==> config.mk <==
export PLATFORM = sky130hd
export DESIGN_NAME = imm_gen_pipe
export DESIGN_NICKNAME = d
export VERILOG_FILES = /design/src/rtl/imm_gen_pipe.sv
export SDC_FILE = /design/constraint.sdc
export NUM_CORES = 1
export LEC_CHECK = 0
export CAP_MARGIN = 20
export CORE_MARGIN = 2
export CORE_UTILIZATION = 40
export CTS_CLUSTER_DIAMETER = 200
export DETAILED_ROUTE_END_ITERATION = 10
export DONT_BUFFER_PORTS = 1
export PLACE_DENSITY = 0.53
export SYNTH_ARGS = -nofsm -noshare
export SYNTH_HDL_FRONTEND = slang
export SYNTH_SLANG_ARGS = --single-unit
==> constraint.sdc <==
create_clock -name clk_i -period 2.4 [get_ports clk_i]
set_input_delay 0.48 -clock clk_i [delete_from_list [all_inputs] [get_ports clk_i]]
set_output_delay 0.48 -clock clk_i [all_outputs]
set_load 0.005 [all_outputs]
==> src/rtl/imm_gen_pipe.sv <==
// imm_gen_pipe
//   Decode-stage immediate generator for an RV32IM pipeline. It extracts and
//   extends the immediate selected by select_i, adds it to the instruction's
//   PC, and registers both results behind a valid/ready handshake with a
//   two-entry skid buffer. Because of the skid buffer, in_ready_o is a pure
//   register output.
//
// Parameters
//   XLEN       width of pc_i, out_o, target_o (32 or 64)
//   SEL_WIDTH  width of select_i; encodings above 3'b110 produce zero
//
// Ports
//   clk_i          clock, rising edge
//   rst_ni         asynchronous active-low reset
//   in_valid_i     upstream offers an instruction
//   in_ready_o     stage can accept (skid slot free)
//   instruction_i  raw 32-bit instruction word
//   pc_i           address of instruction_i
//   select_i       immediate format: U,J,I,B,S,SHAMT,ZIMM,zero
//   flush_i        synchronous kill of every held entry
//   out_valid_o    out_o/target_o hold a valid entry
//   out_ready_i    downstream takes the entry this cycle
//   out_o          extended immediate
//   target_o       pc + immediate, modulo 2^XLEN
module imm_gen_pipe #(
  parameter int XLEN      = 32,
  parameter int SEL_WIDTH = 3
) (
  input  logic                 clk_i,
  input  logic                 rst_ni,
  input  logic                 in_valid_i,
  output logic                 in_ready_o,
  input  logic [31:0]          instruction_i,
  input  logic [XLEN-1:0]      pc_i,
  input  logic [SEL_WIDTH-1:0] select_i,
  input  logic                 flush_i,
  output logic                 out_valid_o,
  input  logic                 out_ready_i,
  output logic [XLEN-1:0]      out_o,
  output logic [XLEN-1:0]      target_o
);

  localparam logic [SEL_WIDTH-1:0] SEL_U     = SEL_WIDTH'(0);
  localparam logic [SEL_WIDTH-1:0] SEL_J     = SEL_WIDTH'(1);
  localparam logic [SEL_WIDTH-1:0] SEL_I     = SEL_WIDTH'(2);
  localparam logic [SEL_WIDTH-1:0] SEL_B     = SEL_WIDTH'(3);
  localparam logic [SEL_WIDTH-1:0] SEL_S     = SEL_WIDTH'(4);
  localparam logic [SEL_WIDTH-1:0] SEL_SHAMT = SEL_WIDTH'(5);
  localparam logic [SEL_WIDTH-1:0] SEL_ZIMM  = SEL_WIDTH'(6);

  // Occupancy of the buffer: EMPTY (nothing held), ONE (main only),
  // FULL (main and skid).
  typedef enum logic [1:0] {
    EMPTY = 2'd0,
    ONE   = 2'd1,
    FULL  = 2'd2
  } buf_state_e;

  buf_state_e      state_q, state_d;
  logic [XLEN-1:0] mainImm_q, mainImm_d;
  logic [XLEN-1:0] mainTgt_q, mainTgt_d;
  logic [XLEN-1:0] skidImm_q, skidImm_d;
  logic [XLEN-1:0] skidTgt_q, skidTgt_d;

  logic [31:0]     imm32;
  logic [XLEN-1:0] immExt;
  logic [XLEN-1:0] tgtNew;
  logic            accept;
  logic            transfer;
  logic            unused_opcode;

  // The opcode field never contributes to any immediate.
  assign unused_opcode = ^instruction_i[6:0];

  // Every format is first assembled as a 32-bit value whose bit 31 is the
  // extension bit; the zero-extended forms have bit 31 clear, so a single
  // sign extension to XLEN covers all of them.
  always_comb begin
    imm32 = 32'd0;
    case (select_i)
      SEL_U:     imm32 = {instruction_i[31:12], 12'd0};
      SEL_J:     imm32 = {{12{instruction_i[31]}}, instruction_i[19:12],
                          instruction_i[20], instruction_i[30:21], 1'b0};
      SEL_I:     imm32 = {{20{instruction_i[31]}}, instruction_i[31:20]};
      SEL_B:     imm32 = {{20{instruction_i[31]}}, instruction_i[7],
                          instruction_i[30:25], instruction_i[11:8], 1'b0};
      SEL_S:     imm32 = {{20{instruction_i[31]}}, instruction_i[31:25],
                          instruction_i[11:7]};
      SEL_SHAMT: begin
        if (XLEN == 64) imm32 = {26'd0, instruction_i[25:20]};
        else            imm32 = {27'd0, instruction_i[24:20]};
      end
      SEL_ZIMM:  imm32 = {27'd0, instruction_i[19:15]};
      default:   imm32 = 32'd0;
    endcase
  end

  assign immExt = XLEN'($signed(imm32));
  assign tgtNew = pc_i + immExt;

  // Ready depends only on state, so there is no path from out_ready_i.
  assign in_ready_o  = (state_q != FULL);
  assign out_valid_o = (state_q != EMPTY);
  assign out_o       = mainImm_q;
  assign target_o    = mainTgt_q;

  assign accept   = in_valid_i & in_ready_o & ~flush_i;
  assign transfer = out_valid_o & out_ready_i;

  // Next-state and datapath steering for the two-slot buffer. Main always
  // drives the outputs; skid only fills when main is stalled.
  always_comb begin
    state_d   = state_q;
    mainImm_d = mainImm_q;
    mainTgt_d = mainTgt_q;
    skidImm_d = skidImm_q;
    skidTgt_d = skidTgt_q;
    if (flush_i) begin
      state_d = EMPTY;
    end else begin
      case (state_q)
        EMPTY: begin
          if (accept) begin
            state_d   = ONE;
            mainImm_d = immExt;
            mainTgt_d = tgtNew;
          end
        end
        ONE: begin
          if (accept && transfer) begin
            mainImm_d = immExt;
            mainTgt_d = tgtNew;
          end else if (accept) begin
            state_d   = FULL;
            skidImm_d = immExt;
            skidTgt_d = tgtNew;
          end else if (transfer) begin
            state_d = EMPTY;
          end
        end
        FULL: begin
          if (transfer) begin
            state_d   = ONE;
            mainImm_d = skidImm_q;
            mainTgt_d = skidTgt_q;
          end
        end
        default: state_d = EMPTY;
      endcase
    end
  end

  // State and data registers; reset clears outputs to zero immediately.
  always_ff @(posedge clk_i or negedge rst_ni) begin
    if (!rst_ni) begin
      state_q   <= EMPTY;
      mainImm_q <= '0;
      mainTgt_q <= '0;
      skidImm_q <= '0;
      skidTgt_q <= '0;
    end else begin
      state_q   <= state_d;
      mainImm_q <= mainImm_d;
      mainTgt_q <= mainTgt_d;
      skidImm_q <= skidImm_d;
      skidTgt_q <= skidTgt_d;
    end
  end

endmodule

### Yosys cells after proc, flatten, opt, wreduce, memory -nomap -nowiden

Cells that the tools add are included.

* input port bits: 72
* output and inout port bits: 66
* register bits: 130
* word-level logic and storage cells: 51

* muxes and demuxes: 16
* add/sub/neg operators: 1
* bitwise logic cells: 5
* reduce and logical (&&, ||, !) cells: 8
* eq/ne operators: 16

Operator list (number)
* $pmux W32 S7: 1
* $mux W32: 6
* $pmux W32 S3: 2
* $add A32 B32 Y32: 1
* $mux W2: 6
* $eq A3 B3 Y1 const B: 3
* $ne A3 B3 Y1 const B: 3
* $ne A2 B2 Y1 const B: 4
* $reduce_and A4 Y1: 2
* $eq A3 B2 Y1 const B: 2
* $pmux W2 S3: 1
* $reduce_and A5 Y1: 1
* $ne A4 B4 Y1 const B: 1
* $and A1 B1 Y1: 3
* $eq A3 B1 Y1 const B: 1
* $logic_not A3 Y1: 1
* $reduce_bool A3 Y1: 1
* $eq A2 B1 Y1 const B: 1
* $eq A2 B2 Y1 const B: 1
* $logic_not A2 Y1: 1
* $not A1 Y1: 2
* $reduce_bool A2 Y1: 1
* $logic_and A1 B1 Y1: 1

### Depth between registers and ports, before layout

Gate-level depths: netlist of the first run.

* depth after elaboration: 7
* depth in mapped cells: 17

### Least setup slack after synthesis of the first run

No wires, ideal clock.

* kind: input -> register
* start: in select_i[2]
* end: reg skidTgt_q[26]
* path slack: -1.184 ns
* data arrival time: 3.460 ns
* stages: 15
* data required time: 2.275 ns
* cells stage by stage: clkbuf_1 > nor2b_1 > a22oi_1 > o21ai_0 > ha_1 > inv_1 > fa_1 > nor2b_1 > o2111ai_1 > a211oi_1 > o31ai_2 > nor3_1 > nor2_1 > xnor2_1 > mux2_2

* word-level cells in the longest chain between the ends: 3

Ends and longest elaborated chain
* from (decl): line 35 `input logic [SEL_WIDTH-1:0] select_i,`
* $eq A3 B3 Y1 (tied with other cells): line 80 `case (select_i)`
* $pmux W32 S7 *: line 80
* named net imm32[0]: line 65 `logic [31:0] imm32;`
* $add A32 B32 Y32 *: line 99 `assign tgtNew = pc_i + immExt;`
* to (signal assigned): line 166 `skidTgt_q <= skidTgt_d;`
* to (decl): line 63 `logic [XLEN-1:0] skidTgt_q, skidTgt_d;`

The timed path passes the listed nets; every way through them passes the cells marked *.
A chain may end at the register's enable or synchronous reset.

### Final worst setup path of the first run

* start: in select_i[2]
* end: reg mainTgt_q[29], in the netlist target_o[29]

* word-level cells in the longest chain between the ends: 5

Ends and longest elaborated chain
* $eq A3 B3 Y1 (tied with other cells): line 80
* $pmux W32 S7 *: line 80
* named net imm32[1]: line 65
* $add A32 B32 Y32 *: line 99
* $mux W32 (on tied branches): line 130, 123
* $pmux W32 S3 *: line 121 `case (state_q)`
* to (signal assigned): line 164 `mainTgt_q <= mainTgt_d;`
* to (decl): line 61 `logic [XLEN-1:0] mainTgt_q, mainTgt_d;`

The timed path passes the listed nets; every way through them passes the cells marked *. The select of a mux whose other input is x is not followed.

==> results.ini, run 1 <==
[outcome]
status=finished, violations left
failed_checks=negative hold slack, negative setup slack

[yosys]
syn-instance-count=904
synth_area_um2=7480
ys_ff_latch=130
synth_edf_count=0
yosysMostFrequentCell=nand2_1
yosysWarnings=0
ys_dominant_reg_cell=dfrtp_1
ys_seq_area_share_pct=43.5
ys_top_cells_by_area=dfrtp_1 43%, nand2_1 7.9%, o21ai_0 7.6%
ys_async_sr_fraction_pct=100
netlist.area_leader.share_pct=43.5
synth_top_area_cell=dfrtp_1
syn_avg_cell_area_um2=8.28
synthTopCellsByCount=157 x nand2_1, 130 x dfrtp_1, 113 x o21ai_0, 106 x a21oi_1, 81 x nor2_1
synth.net_count=1008
ys_types=52

[setup_path]
r2r_start=state_q[1]$_DFFE_PN0P_
crit_path_top_delay_cell=or4_1
start_kind=input pin
crit_buf_inv=1
crit_chain=mux2_4, a221oi_2, a21o_1, inv_1, ha_1, a21o_1, and4_4, o21bai_4, a211o_1, a31oi_4, a21oi_2, or4_1, nand3_1
arrival_ps=3170
critPathMaxFanout=21
crit_required_ps=2760
cp-end-kind=flop
rr_worst_depth=8
cp_top_family=compound AO/OA/AOI/OAI gates
crit_top_cell=a21o_1
max_stage_delay_ps=470
setup.worst_path.start=select_i[2]
r2r_end=target_o[11]$_DFFE_PN0P_
rrSetupSlack_ps=370
worstSetupPathType=in -> reg

[floorplanning]
die_width_um=141
fp-row-count=50
core_um2=18500
die_height_um=141
io_pins=138
initial_core_util_pct=40.4
die_area_um2=19800

[sta]
tns_ps=-11280
setup_viol=49
worst_slew_pin_slew_ps=674
hold_viol=130
max_freq_ghz=0.356
period_share_pct=117
grt_setup_unrepaired=true
setup_slack_ps=-406
clock_skew_ps=10.6
holdWs_ps=-254
slew_viol_final=0
relSlewSlack_pct=54.9
layout_min_cycle_time_ps=2810

[clocking]
cts_buffers=17
htreeDepth=4
tritoncts=done
worstSkewPairLatency_ps=430
ctsLongestPathBuffers=2
clock_sinks=130
clk_pin_slew_worst_paths_ps=60
cts_root_buf=clkbuf_16

[cells_and_area]
synthToLayoutAreaGrowth_pct=40.4
final_nets=1144
drive_gt1_share_pct=33.6
n_antenna_cell=0

[pwr]
switching_share_pct=31.3
p_seq_share_pct=38.6
p_leak_nw=4.84
internal-power_mw=5.59
p_per_area_nw_per_um2=775
clock_power_share_pct=33.5
combPwrFrac_pct=28.0
vdd_drop_max_uv=573
power.switching_mw=2.54

[global_routing]
overflow=0
grt_antenna_before_repair=0
grt_pass1_wl_mm=36.1
grt_max_degree=131
grt_pass1_vias=6443
grt_usage_pct=23.5

[route]
avgViaCountPerCell=5.29
drtIter0Drc=473
drt_first_pass_iters=4
totalWireLength_mm=23.4
vias=6808
antenna_left=0
wl_per_cell_um=18.2
drc=0

[placement]
gp_congestion=0.875
port_buffers=0
hpwlAfterDp_mm=16.8

[worst_hold_path]
hold_class=in -> async

[run]
drv_cap=0

[routing by layer]
layer	track usage, %	part of all wire (%)	vias up
met5	0	0	-
met4	5.32	1.4	0
met3	7.81	5.8	25
met2	37.0	48	130
met1	31.5	45	3263
li1	-	-	3390
[sequential cells by signal (all words and copies together) (netlist names)]
register,count
target_o,32
out_o,32
state_q,2
skidImm_q,32
skidTgt_q,32
[power by group through the flow]
stage          sequential [mW]  clock [mW]  combinational (mW)
2_1_floorplan             3.07           0                1.18
3_3_place_gp              3.16           0                1.81
3_5_place_dp              3.18           0                1.83
4_1_cts                   3.14        2.78                2.07
5_1_grt                   3.21        2.89                2.51
6_report                  3.14        2.73                2.27
[cells in the final DEF, fill, tap and decap left out, types with 19 or more instances in the layout]
cell and count:
nor2_1 69, o21ai_0 73, buf_6 19, o21ai_1 35, buf_4 150, a21oi_2 28
dfrtp_1 130, ha_1 21, inv_1 35, a21oi_1 76, nand2_1 148
[how the worst max path moves through the flow]
| stage | depth (start not counted) | end |
|---|---|---|
| 6_report | 13 | target_o[29]$_DFFE_PN0P_ |
| 5_1_grt | 15 | skidTgt_q[24]$_DFFE_PN0P_ |
| 4_1_cts | 16 | target_o[24]$_DFFE_PN0P_ |
| 3_5_place_dp | 14 | target_o[28]$_DFFE_PN0P_ |
| 3_3_place_gp | 13 | target_o[9]$_DFFE_PN0P_ |
| 2_1_floorplan | 14 | target_o[29]$_DFFE_PN0P_ |
[cell type report]
class	instances	area, um^2
tap	234	293
sequential	130	3250
fill	1677	8010
clock inverter	11	153
multi-input combinational	682	4810
inverter	37	139
clock buffer	21	460
timing repair buffer	172	1400
[cells by family (layout without fill, tap and decap cells)]
| logic type | count (synthesis) | after routing | synth area share [%] |
|---|---|---|---|
| xor+xnor | 31 | 31 | 3.63 |
| buf+inv | 92 | 241 | 4.70 |
| fa+ha+maj | 32 | 32 | 5.45 |
| compound gates | 293 | 293 | 22.3 |
| simple gates | 306 | 306 | 17.4 |
| flops | 130 | 130 | 43.5 |
| mux | 20 | 20 | 2.98 |
[per-stage QoR]
stage          setup WS, ps  instance area, um^2  cells  utilization [%]  power, mW
2_1_floorplan          -812                 7610    904                -       4.25
3_3_place_gp           -894                 8820   1232             47.6       4.97
3_5_place_dp          -1030                 8820   1232             47.6       5.01
4_1_cts                -312                10000   1278             54.1       7.99
5_1_grt                -471                10500   1287             56.7       8.61
6_report               -406                10500   1287             56.7       8.14
[timing repair]
action,CTS,global route
hold endpoints to repair,130,130
cloned,0,0
pin swaps,48,63
setup buffers,16,14
resized for setup,117,86
setup endpoints to repair,51,52
No activity file was read; power rests on OpenSTA's default activity.
==> inputs of run 2 (changes only) <==
- HOLD_SLACK_MARGIN: not set -> 0.05
==> results of run 2 <==
The final DEF is identical to that of run 1; final timing and power are the same.
==> inputs of run 3 (changes only) <==
- clock period: 2.4 -> 2.6 ns (I/O delays scaled with it)
==> results.ini, run 3 (synthesis gave the netlist of run 1 again) <==
[outcome]
status=finished, violations left
failed_checks=negative hold slack, negative setup slack

[sta]
relSlewSlack_pct=56.6  ; +1.6 points
layout_min_cycle_time_ps=2800
max_freq_ghz=0.358
period_share_pct=108
hold_viol=130  ; unchanged
slew_viol_final=0  ; unchanged
holdWs_ps=-211  ; +43.6 ps
setup_viol=32  ; -35%
grt_setup_unrepaired=true
setup_slack_ps=-197  ; +209 ps
clock_skew_ps=7.17  ; -3.46 ps
tns_ps=-3460  ; +7820 ps
worst_slew_pin_slew_ps=650  ; -24.4 ps

[setup_path]
start_kind=input pin
max_stage_delay_ps=460  ; about the same
arrival_ps=3150  ; -20 ps
crit_path_top_delay_cell=or4_1
cp-end-kind=flop
crit_required_ps=2960  ; +200 ps
rrSetupSlack_ps=550  ; +180 ps
worstSetupPathType=in -> reg
crit_top_cell=a21o_1
crit_chain=mux2_4, a221oi_2, a21o_1, inv_1, ha_1, a21o_1, and4_4, o21bai_4, a211o_1, a31oi_4, a21oi_2, or4_1, nand3_1
critPathMaxFanout=21  ; unchanged

[clocking]
clock_sinks=130  ; unchanged
cts_root_buf=clkbuf_16
ctsLongestPathBuffers=2  ; unchanged
htreeDepth=4  ; unchanged
tritoncts=done
worstSkewPairLatency_ps=420  ; about the same
clk_pin_slew_worst_paths_ps=60  ; about the same
cts_buffers=17  ; unchanged

[route]
antenna_left=0  ; unchanged
drt_first_pass_iters=5  ; +1
wl_per_cell_um=18.0  ; -0.79%
avgViaCountPerCell=5.24  ; -1.0%
drc=0  ; unchanged
vias=6712  ; -1.4%
drtIter0Drc=370  ; -22%
totalWireLength_mm=23.1  ; -1.2%

[pwr]
p_per_area_nw_per_um2=718  ; -7.3%
p_leak_nw=4.76  ; -1.6%
vdd_drop_max_uv=501  ; -13%

[global_routing]
grt_usage_pct=23.3  ; -0.17 points
grt_pass1_wl_mm=36.0  ; -0.29%
grt_pass1_vias=6507  ; +0.99%
grt_max_degree=131  ; unchanged
grt_antenna_before_repair=0  ; unchanged
overflow=0  ; unchanged

[placement]
gp_congestion=0.884  ; +1.0%
hpwlAfterDp_mm=16.3  ; -3.0%
dpl.cell_count=1228  ; -0.32%
port_buffers=0  ; unchanged

[cells_and_area]
n_antenna_cell=0  ; unchanged
mostFrequentLayoutCell=buf_4
drive_gt1_share_pct=30.8  ; -2.8 points
synthToLayoutAreaGrowth_pct=36.0
final_nets=1139  ; -0.44%
layout_common_cells=157 x buf_4, 150 x nand2_1, 130 x dfrtp_1
layoutNonFillerInstCount=1282  ; -0.39%

[floorplanning]
core_um2=18500  ; unchanged
die_width_um=141  ; unchanged
fp-row-count=50  ; unchanged
die_height_um=141  ; unchanged
die_area_um2=19800  ; unchanged
io_pins=138  ; unchanged
initial_core_util_pct=40.4  ; unchanged

[run]
drv_cap=0  ; unchanged

[worst_hold_path]
hold_class=in -> async

## run 3: cell count changes in the layout (fill, tap and decap cells not counted), moves of 5 or more
cell | previous run | this run
nor2_1 | 69 | 79
o21ai_0 | 73 | 82
o21ai_1 | 35 | 30
buf_4 | 150 | 157
xnor2_4 | 6 | 1
a21oi_1 | 76 | 81
a21oi_2 | 28 | 22
nor2_2 | 9 | 2
buf_6 | 19 | 7
## run 3: report_power, final
part | internal (mW) | switching [mW]
sequential | 2.56 | 0.335
combinational | 0.974 | 1.00
clock | 1.45 | 0.985
## run 3: critical path, delay by kind of cell
| kind | cells | cell delay, ps |
|---|---|---|
| mux | 1 | 280 |
| compound gates | 7 | 1220 |
| buf+inv | 1 | 60 |
| simple gates | 3 | 790 |
| fa+ha+maj | 1 | 260 |
## run 3: cell type report
type                    instances  area, um^2
repair buffers                167        1320
clock buffers                  18         439
well taps                     234         293
multi-input cells             682        4580
flip-flops and latches        130        3250
clock inverters                14         155
fillers                      1747        8350
inverters                      37         139
## run 3: per-layer routing
metal  wire length (um)  track usage, %  share of wire (%)  vias to the layer above
met5                  0               0                  0                        -
met4                524            7.42                2.3                        0
met3               1350            6.79                5.8                       27
met2              10400            35.6                 45                      151
met1              10800            32.0                 47                     3156
li1                   -               -                  -                     3378
## run 3: worst paths after layout
kind                                           start                        end  cells after the start
hold reg to reg            skidTgt_q[17]$_DFFE_PN0P_  skidTgt_q[17]$_DFFE_PN0P_                      2
setup reg to reg              state_q[1]$_DFFE_PN0P_   target_o[29]$_DFFE_PN0P_                      8
setup / recovery                         select_i[2]   target_o[29]$_DFFE_PN0P_                     13
hold / removal                                rst_ni     state_q[1]$_DFFE_PN0P_                      0
min in group clk_i                           flush_i     state_q[0]$_DFFE_PN0P_                      1
max in group asynchronous                     rst_ni   skidImm_q[1]$_DFFE_PN0P_                      0
## run 3: timing repair
item                                    CTS  global route
endpoints found under the setup margin   40            45
endpoints found under the hold margin   130           130
gates resized for setup                  81            61
setup buffers                            14            12
pin swaps                                30            36
cloned                                    0             0
## run 3: per-stage QoR
step / cell area, um^2 / util (%) / setup WS [ps] / hold slack (ps) / total power, mW
floorplan: 7610 / - / -652 / 224 / 3.92
global placement: 8790 / 47.4 / -735 / 230 / 4.59
detailed placement: 8790 / 47.4 / -809 / 228 / 4.62
CTS: 9810 / 53.0 / -153 / -229 / 7.21
global route: 10200 / 54.9 / -287 / -233 / 7.72
finish: 10200 / 54.9 / -197 / -211 / 7.30
==> variant (config.mk and constraints of run 1) <==
Reset style: synchronous (`rst_ni`), changed in one clocked block. Comments in the files are not updated.
--- a/src/rtl/imm_gen_pipe.sv
+++ b/src/rtl/imm_gen_pipe.sv
@@ -151,7 +151,7 @@
   end
 
   // State and data registers; reset clears outputs to zero immediately.
-  always_ff @(posedge clk_i or negedge rst_ni) begin
+  always_ff @(posedge clk_i) begin
     if (!rst_ni) begin
       state_q   <= EMPTY;
       mainImm_q <= '0;
Formal check against the unedited RTL: differs if rst_ni is asserted again (counterexample within 4 cycles, from zero or initial values and one cycle with rst_ni low); with rst_ni held inactive, the same outputs for 4 cycles.
==> variant against run 1 <==
- the run ends with design-rule violations, negative setup slack left
- cell area down 0.63%
- final cell count up 6.4%
- setup slack worse by 0.19 ns
- sequential cell count unchanged
- routed wire length up 8.3%
- worst hold slack better by 0.38 ns
- area after synthesis down 1.1%
- combinational power down 15%
- first-iteration DRC count up 20%
- sequential power down 26%
- clock skew down 0.00093 ns
- total power down 13%
- fmax down 6.3%
==> variant: results (changes against run 1) <==
finalSetupViolations: 53  # was 49
critPathMaxFanout: 16  # was 21
met2WireLength_mm: 12.0  # was 11.2 mm
startpoint: "select_i[1]"  # was select_i[2]
ir_drop_mv: 0.475  # was 0.573 mV
placed_cell_area_mm2: 0.00899  # was 0.00882 mm²
synth.distinct_cells: 64  # was 52
firstDrtPassIters: 8  # was 4
drt_iter0_drc: 568  # was 473
violations: "design-rule violations, negative setup slack"  # was negative hold slack, negative setup slack
min_path_type: "in2reg"  # was in2async
crit_slowest_cell: "and4b_2"  # was or4_1
power.leakage_nw: 4.30  # was 4.84 nW
drive_gt1_frac: 0.312  # was 0.336
gp_congestion: 0.913  # was 0.875
route.detailed.drc: 4  # was 0
fin_worst_skew_ns: 0.00970  # was 0.0106 ns
dp_worst_setup_slack_ns: -1.09  # was -1.03 ns
timing.final.ws_setup_ns: -0.595  # was -0.406 ns
setup_tns_ns: -20.74  # was -11.28 ns
fill_cells: 1630  # was 1677
track_usage: 0.257  # was 0.235
slowest_delay_ns: 0.32  # was 0.47 ns
post-dp-hpwl_mm: 18.1  # was 16.8 mm
grt_pass1_wl_mm: 39.6  # was 36.1 mm
synth_area_leaders: "dfxtp_1 (35%), a21oi_1 (8.9%), nand2_1 (6.8%)"  # was dfrtp_1 (43%), nand2_1 (7.9%), o21ai_0 (7.6%)
run_status: "finished with violations"  # unchanged
variant: cell types whose count changed in the layout (fill, tap and decap cells not counted), sizes merged, moves of 11 or more:
cell	run 1	this run
nor3	6	21
a211oi	7	49
or3	1	12
nor2	81	126
a311oi	0	21
a21oi	107	131
buf	172	198
o21ai	119	44
dfxtp	0	130
dfrtp	130	0
mux2	18	5
nand2	157	134
variant: where the power goes:
group / internal [mW] / total, mW / switching [mW]
combinational: 0.942 / 1.94 / 0.997
sequential: 2.25 / 2.31 / 0.0681
clock: 1.76 / 2.85 / 1.09
variant: through the flow:
step / instances / hold slack [ns]
2_1_floorplan: 984 / 0.436
3_3_place_gp: 1312 / 0.443
3_5_place_dp: 1312 / 0.447
4_1_cts: 1361 / 0.111
5_1_grt: 1370 / 0.114
6_report: 1370 / 0.127
variant: cell families after synthesis:
| logic type | synth area share |
|---|---|
| flops | 0.352 |
| xor+xnor | 0.0296 |
| buf+inv | 0.0539 |
| simple gates | 0.209 |
| mux | 0.0144 |
| compound gates | 0.286 |
| fa+ha+maj | 0.0551 |
variant: metal layers:
metal | GRT usage | vias to the layer above
met5 | 0 | -
met4 | 0.0750 | 0
met2 | 0.415 | 179
met3 | 0.0513 | 30
li1 | - | 3788
met1 | 0.349 | 3489
variant: area by class of cell:
class | count | area [µm²] | share of cell area
Multi-Input combinational cell | 748 | 5150 | 0.494
Tap cell | 229 | 287 | 0.0274
Inverter | 33 | 124 | 0.0119
Clock buffer | 18 | 429 | 0.0411
Timing Repair Buffer | 198 | 1640 | 0.157
Clock inverter | 14 | 201 | 0.0193
Sequential cell | 130 | 2600 | 0.249
variant: repair_timing:
item,CTS,global route
setup buffers,17,15
gates resized for setup,58,55
endpoints found under the setup margin,51,56
pin swaps,42,34
